## config.mk

```make
export PLATFORM = sky130hd
export DESIGN_NAME = vga_sync_gen_flat
export DESIGN_NICKNAME = d
export VERILOG_FILES = /design/src/rtl/vga_sync_if.sv /design/src/rtl/vga_sync_gen.sv /design/src/flat_wrapper.sv
export SDC_FILE = /design/constraint.sdc
export NUM_CORES = 1
export LEC_CHECK = 0
export ABC_CLOCK_PERIOD_IN_PS = 7270
export CORE_AREA = 2 2 52 54
export CTS_BUF_LIST = sky130_fd_sc_hd__clkbuf_4 sky130_fd_sc_hd__clkbuf_8
export DETAILED_ROUTE_END_ITERATION = 8
export DIE_AREA = 0 0 54 56
export PLACE_DENSITY = 0.82
export REMOVE_ABC_BUFFERS = 1
export SLEW_MARGIN = 20
export SYNTH_ARGS = -nofsm -noshare
export SYNTH_HDL_FRONTEND = slang
export SYNTH_SLANG_ARGS = --single-unit
```

## constraint.sdc

```tcl
create_clock -name clk_25 -period 7.27 [get_ports clk_25]
set_input_delay 0.727 -clock clk_25 [delete_from_list [all_inputs] [get_ports clk_25]]
set_output_delay 0.727 -clock clk_25 [all_outputs]
set_load 0.02 [all_outputs]
```

## src/rtl/vga_sync_if.sv

```systemverilog
// Timing outputs of the VGA sync generator: sync pulses, visible flag,
// current coordinate and line/frame strobes, all registered and mutually aligned.
interface vga_sync_if #(
    parameter int CNT_W = 10
);
    logic             hsync;
    logic             vsync;
    logic             video_on;
    logic [CNT_W-1:0] pixel_x;
    logic [CNT_W-1:0] pixel_y;
    logic             line_start;
    logic             frame_start;

    modport master (
        output hsync, vsync, video_on, pixel_x, pixel_y, line_start, frame_start
    );

    modport slave (
        input hsync, vsync, video_on, pixel_x, pixel_y, line_start, frame_start
    );
endinterface

```

## src/rtl/vga_sync_gen.sv

```systemverilog
// Horizontal/vertical timing generator for the VGA pixel clock domain.
// Every output is decoded from the next counter values and registered.
module vga_sync_gen #(
    parameter int H_VISIBLE = 640,
    parameter int H_FRONT   = 16,
    parameter int H_SYNC    = 96,
    parameter int H_BACK    = 48,
    parameter int V_VISIBLE = 480,
    parameter int V_FRONT   = 10,
    parameter int V_SYNC    = 2,
    parameter int V_BACK    = 33,
    parameter int CNT_W     = 10
) (
    input  logic       clk_25,
    input  logic       rst,
    vga_sync_if.master vga
);
    localparam int H_TOTAL = H_VISIBLE + H_FRONT + H_SYNC + H_BACK;
    localparam int V_TOTAL = V_VISIBLE + V_FRONT + V_SYNC + V_BACK;

    localparam logic [CNT_W-1:0] H_LAST   = CNT_W'(H_TOTAL - 1);
    localparam logic [CNT_W-1:0] V_LAST   = CNT_W'(V_TOTAL - 1);
    localparam logic [CNT_W-1:0] H_VIS    = CNT_W'(H_VISIBLE);
    localparam logic [CNT_W-1:0] V_VIS    = CNT_W'(V_VISIBLE);
    localparam logic [CNT_W-1:0] HS_START = CNT_W'(H_VISIBLE + H_FRONT);
    localparam logic [CNT_W-1:0] HS_END   = CNT_W'(H_VISIBLE + H_FRONT + H_SYNC);
    localparam logic [CNT_W-1:0] VS_START = CNT_W'(V_VISIBLE + V_FRONT);
    localparam logic [CNT_W-1:0] VS_END   = CNT_W'(V_VISIBLE + V_FRONT + V_SYNC);

    logic [CNT_W-1:0] h_cnt;
    logic [CNT_W-1:0] v_cnt;
    logic [CNT_W-1:0] h_next;
    logic [CNT_W-1:0] v_next;

    logic hsync_d, vsync_d, video_on_d, line_start_d, frame_start_d;
    logic hsync_q, vsync_q, video_on_q, line_start_q, frame_start_q;

    always_comb begin
        h_next = h_cnt + CNT_W'(1);
        v_next = v_cnt;
        if (h_cnt == H_LAST) begin
            h_next = '0;
            v_next = (v_cnt == V_LAST) ? '0 : v_cnt + CNT_W'(1);
        end

        // Decode the coordinate that will be on pixel_x/pixel_y after this edge.
        hsync_d       = !((h_next >= HS_START) && (h_next < HS_END));
        vsync_d       = !((v_next >= VS_START) && (v_next < VS_END));
        video_on_d    = (h_next < H_VIS) && (v_next < V_VIS);
        line_start_d  = (h_next == '0);
        frame_start_d = (h_next == '0) && (v_next == '0);
    end

    // Reset parks on the last coordinate of a frame so release starts at (0,0).
    always_ff @(posedge clk_25) begin
        if (rst) begin
            h_cnt         <= H_LAST;
            v_cnt         <= V_LAST;
            hsync_q       <= 1'b1;
            vsync_q       <= 1'b1;
            video_on_q    <= 1'b0;
            line_start_q  <= 1'b0;
            frame_start_q <= 1'b0;
        end else begin
            h_cnt         <= h_next;
            v_cnt         <= v_next;
            hsync_q       <= hsync_d;
            vsync_q       <= vsync_d;
            video_on_q    <= video_on_d;
            line_start_q  <= line_start_d;
            frame_start_q <= frame_start_d;
        end
    end

    assign vga.pixel_x     = h_cnt;
    assign vga.pixel_y     = v_cnt;
    assign vga.hsync       = hsync_q;
    assign vga.vsync       = vsync_q;
    assign vga.video_on    = video_on_q;
    assign vga.line_start  = line_start_q;
    assign vga.frame_start = frame_start_q;
endmodule

```

## src/flat_wrapper.sv

```systemverilog
// flat-port wrapper written by rule: the top's interface ports become plain ports
module vga_sync_gen_flat 
#(
    parameter int H_VISIBLE = 640,
    parameter int H_FRONT   = 16,
    parameter int H_SYNC    = 96,
    parameter int H_BACK    = 48,
    parameter int V_VISIBLE = 480,
    parameter int V_FRONT   = 10,
    parameter int V_SYNC    = 2,
    parameter int V_BACK    = 33,
    parameter int CNT_W     = 10
)
  (clk_25, rst, vga_hsync, vga_vsync, vga_video_on, vga_pixel_x, vga_pixel_y, vga_line_start, vga_frame_start);
  vga_sync_if #(.CNT_W(CNT_W)) vga_i ();
  input  logic clk_25;
  input  logic rst;
  output wire logic [$bits(vga_i.hsync)-1:0] vga_hsync;
  output wire logic [$bits(vga_i.vsync)-1:0] vga_vsync;
  output wire logic [$bits(vga_i.video_on)-1:0] vga_video_on;
  output wire logic [$bits(vga_i.pixel_x)-1:0] vga_pixel_x;
  output wire logic [$bits(vga_i.pixel_y)-1:0] vga_pixel_y;
  output wire logic [$bits(vga_i.line_start)-1:0] vga_line_start;
  output wire logic [$bits(vga_i.frame_start)-1:0] vga_frame_start;
  assign vga_hsync = vga_i.hsync;
  assign vga_vsync = vga_i.vsync;
  assign vga_video_on = vga_i.video_on;
  assign vga_pixel_x = vga_i.pixel_x;
  assign vga_pixel_y = vga_i.pixel_y;
  assign vga_line_start = vga_i.line_start;
  assign vga_frame_start = vga_i.frame_start;
  vga_sync_gen #(.H_VISIBLE(H_VISIBLE), .H_FRONT(H_FRONT), .H_SYNC(H_SYNC), .H_BACK(H_BACK), .V_VISIBLE(V_VISIBLE), .V_FRONT(V_FRONT), .V_SYNC(V_SYNC), .V_BACK(V_BACK), .CNT_W(CNT_W)) u_core (.clk_25(clk_25), .rst(rst), .vga(vga_i));
endmodule
```

==> summary.md <==
| Metric | Value |
|---|---|
| Final count of pins violating max slew | `0` |
| Post-synthesis sequential area ratio | `0.366` |
| Endpoints failing hold | `0` |
| Filler cell count | `194` |
| Synth Warn # | `0` |
| CTS buffer count | `3` |
| Slowest stage delay, CP | `0.59 ns` |
| Pre-CTS setup slack | `4.09 ns` |
| H-tree depth | `1` |
| Syn Inst Count | `168` |
| Vias | `1368` |
| 1st-iter DRT viols | `93` |
| Die Y | `56 um` |
| Synth top area cells | `dfxtp_1 37%, nor2_1 4.9%, nand2_1 4.1%, nand3_1 3.7%, a21oi_1 3.3%` |
| Final worst slack | `4.00 ns` |
| Cell Int Power | `0.000348 W` |
| CP Cell Sequence | `ha_1, nand4_1, nor3_2, nand4_1, xor2_1, or4b_1, or4_1` |
| Total GRT Usage | `0.244` |
| Worst setup SP type | `flop` |
| Gp weighted congestion | `0.837` |
| Endpoints failing setup | `0` |
| CTS clock-pin slew for the worst setup and hold paths | `0.14 ns` |
| CP max-delay cell | `nor3_2` |
| EDFF count, synth | `0` |
| Number of global-route vias before repair | `1206` |
| Starting Density | `0.562` |
| Clock power share | `0.096` |
| Mean Syn Cell Area | `8.13 sq um` |
| Post-synth top cells | `25 x dfxtp_1, 18 x nor2_1, 15 x nand2_1` |
| GRT overflow | `0` |
| Synth Flop Type | `dfxtp_1` |
| Clk buf depth | `2` |
| Worst-path maximum fanout | `9` |
| DP Wirelength | `2510 um` |
| Post-synth top area cell | `dfxtp_1` |
| Minimum clock period | `3.27 ns` |
| Layout net count | `197` |
| Max-cap violations | `0` |
| Global-route wire length before repair | `5600 um` |
| WS Path Type | `flop to flop` |
| I/O pin count | `27` |
| Final worst-path cycle share | `0.450` |
| Post-CTS Hold Buffers | `0` |
| Resize count post-CTS | `0` |
| Crit-path most repeated cell | `nand4_1` |
| Logic gate share of total power | `0.564` |
| Die W | `54 um` |
| Status | `complete, no violations` |
| Share of cells above drive strength 1 | `0.0628` |
| Total wire length | `3410 um` |
| Area fraction of the dominant cell type after synthesis | `0.366` |
| Leak | `0.614 nW` |
| Power Density | `391 nW/um^2` |
| Top Family by Delay on Critical Path | `simple AND/OR/NAND/NOR gates` |
| Vias per Instance | `6.19` |
| Hold depth | `1` |
| Antenna Cells | `0` |
| CTS Sinks | `25` |
| Slew HR | `0.525` |
| Area delta synth->final | `21.7%` |
| Fmax | `0.306 GHz` |
| Peak supply drop | `0.000353 V` |
| Root Driver | `clkbuf_4` |
| Count of cell types in the netlist | `40` |
| Die area | `3020 sq um` |
| Crit path DAT | `3.47 ns` |
| Most frequent cell after synthesis | `dfxtp_1` |
| Register share of total power | `0.339` |
| Syn Std Cell Area | `1370 sq um` |
| Worst path bufs/invs | `0` |
| Final ANT Viol Nets | `0` |
| Post-CTS Setup Bufs | `0` |
| Core Region | `2430 sq um` |
| Switching pwr | `0.000302 W` |
| #FFs+latches synth | `25` |
| Sw Share | `0.464` |
| DRC viols | `0` |
| Setup crit end kind | `flop` |
| Least-Margin Pin Slew | `0.707 ns` |
| WP data required | `7.47 ns` |
| Rows | `18` |
| R2R setup slack | `4.00 ns` |
| Reg2Reg Depth | `7` |
| Initial antenna violation count | `0` |
| Skew-Pair Late Insertion Delay | `0.32 ns` |
| Critical path depth | `7` |
| CTS tree | `yes` |
| Setup TNS | `0 ns` |
| Wire per inst | `15.4 um` |
| RSZ-0062 raised after global routing | `no` |
| Min-delay worst type | `flop to flop` |
| Multi-input logic area | `822 sq um` |
| Drt first pass iters | `4` |
| FF+latch area | `500 sq um` |
| Asr flop ratio synth | `0` |
| Largest net degree at the start of global routing | `21` |
| Layout Skew | `0.0106 ns` |
| # port buffers | `26` |
placed cells by master (no fill, tap or decap), types with 3 or more instances in the layout:
master,n
nor4_1,3
nand3_1,10
nand2b_1,6
clkbuf_4,3
a21o_1,4
xnor2_1,5
ha_1,3
nand2_1,15
clkdlybuf4s50_1,26
nand4_1,6
or3_1,5
or4_1,5
xor2_1,4
a21oi_1,9
dfxtp_1,25
inv_1,4
nor2_1,18
o21ai_0,4
nor3_1,5
routing by layer:
layer  wire length, um  GRT usage
met1              1530      0.361
met2              1510      0.348
met3               306     0.0457
met4                55     0.0821
met5                 0          0
state kept, by name (all words and copies together) (netlist names):
name                    cells
u_core.vga.vsync            1
u_core.vga.pixel_x         10
u_core.vga.hsync            1
u_core.vga.pixel_y         10
u_core.vga.line_start       1
u_core.vga.video_on         1
u_core.vga.frame_start      1
power by group through the flow:
stage	clock network [W]	logic, W	registers [W]
final	0.0000626	0.000366	0.000220
after global routing	0.0000708	0.000401	0.000226
after CTS	0.0000639	0.000363	0.000218
after detailed placement	0	0.000361	0.000222
after global placement	0	0.000352	0.000220
after floorplan	0	0.000212	0.000247
layout make-up:
cell class	instances	share of cell area
multi-input combinational	132	0.494
sequential	25	0.301
timing repair buffer	26	0.157
tap	30	0.0226
clock buffer	3	0.0135
inverter	4	0.00903
clock inverter	1	0.00301
logic make-up (layout without fill, tap and decap cells):
group	count (synthesis)	in the layout	share of synthesized area
AO/OA/AOI/OAI	30	30	0.145
XOR/XNOR	9	9	0.0577
adder cells (fa/ha/maj)	3	3	0.0275
buffers and inverters	11	34	0.0320
flip-flops	25	25	0.366
multiplexers	1	1	0.00824
AND/OR/NAND/NOR	89	89	0.364
through the flow:
step	std cells	hold slack, ns	instance area, sq um	total power [W]	utilization
2_1_floorplan	161	0.570	1340	0.000458	-
3_3_place_gp	217	0.520	1640	0.000572	0.672
3_5_place_dp	217	0.540	1640	0.000583	0.672
4_1_cts	221	0.572	1660	0.000645	0.684
5_1_grt	221	0.600	1660	0.000697	0.684
6_report	221	0.564	1660	0.000649	0.684
final timing paths:
check	start	to
max	u_core.vga.pixel_x[0]$_SDFF_PP1_	u_core.vga.vsync$_SDFF_PP1_
min	u_core.vga.pixel_x[0]$_SDFF_PP1_	u_core.vga.pixel_x[0]$_SDFF_PP1_
max reg2reg	u_core.vga.pixel_x[0]$_SDFF_PP1_	u_core.vga.vsync$_SDFF_PP1_
min reg2reg	u_core.vga.pixel_x[0]$_SDFF_PP1_	u_core.vga.pixel_x[0]$_SDFF_PP1_
(Power assumes the default switching activity.)
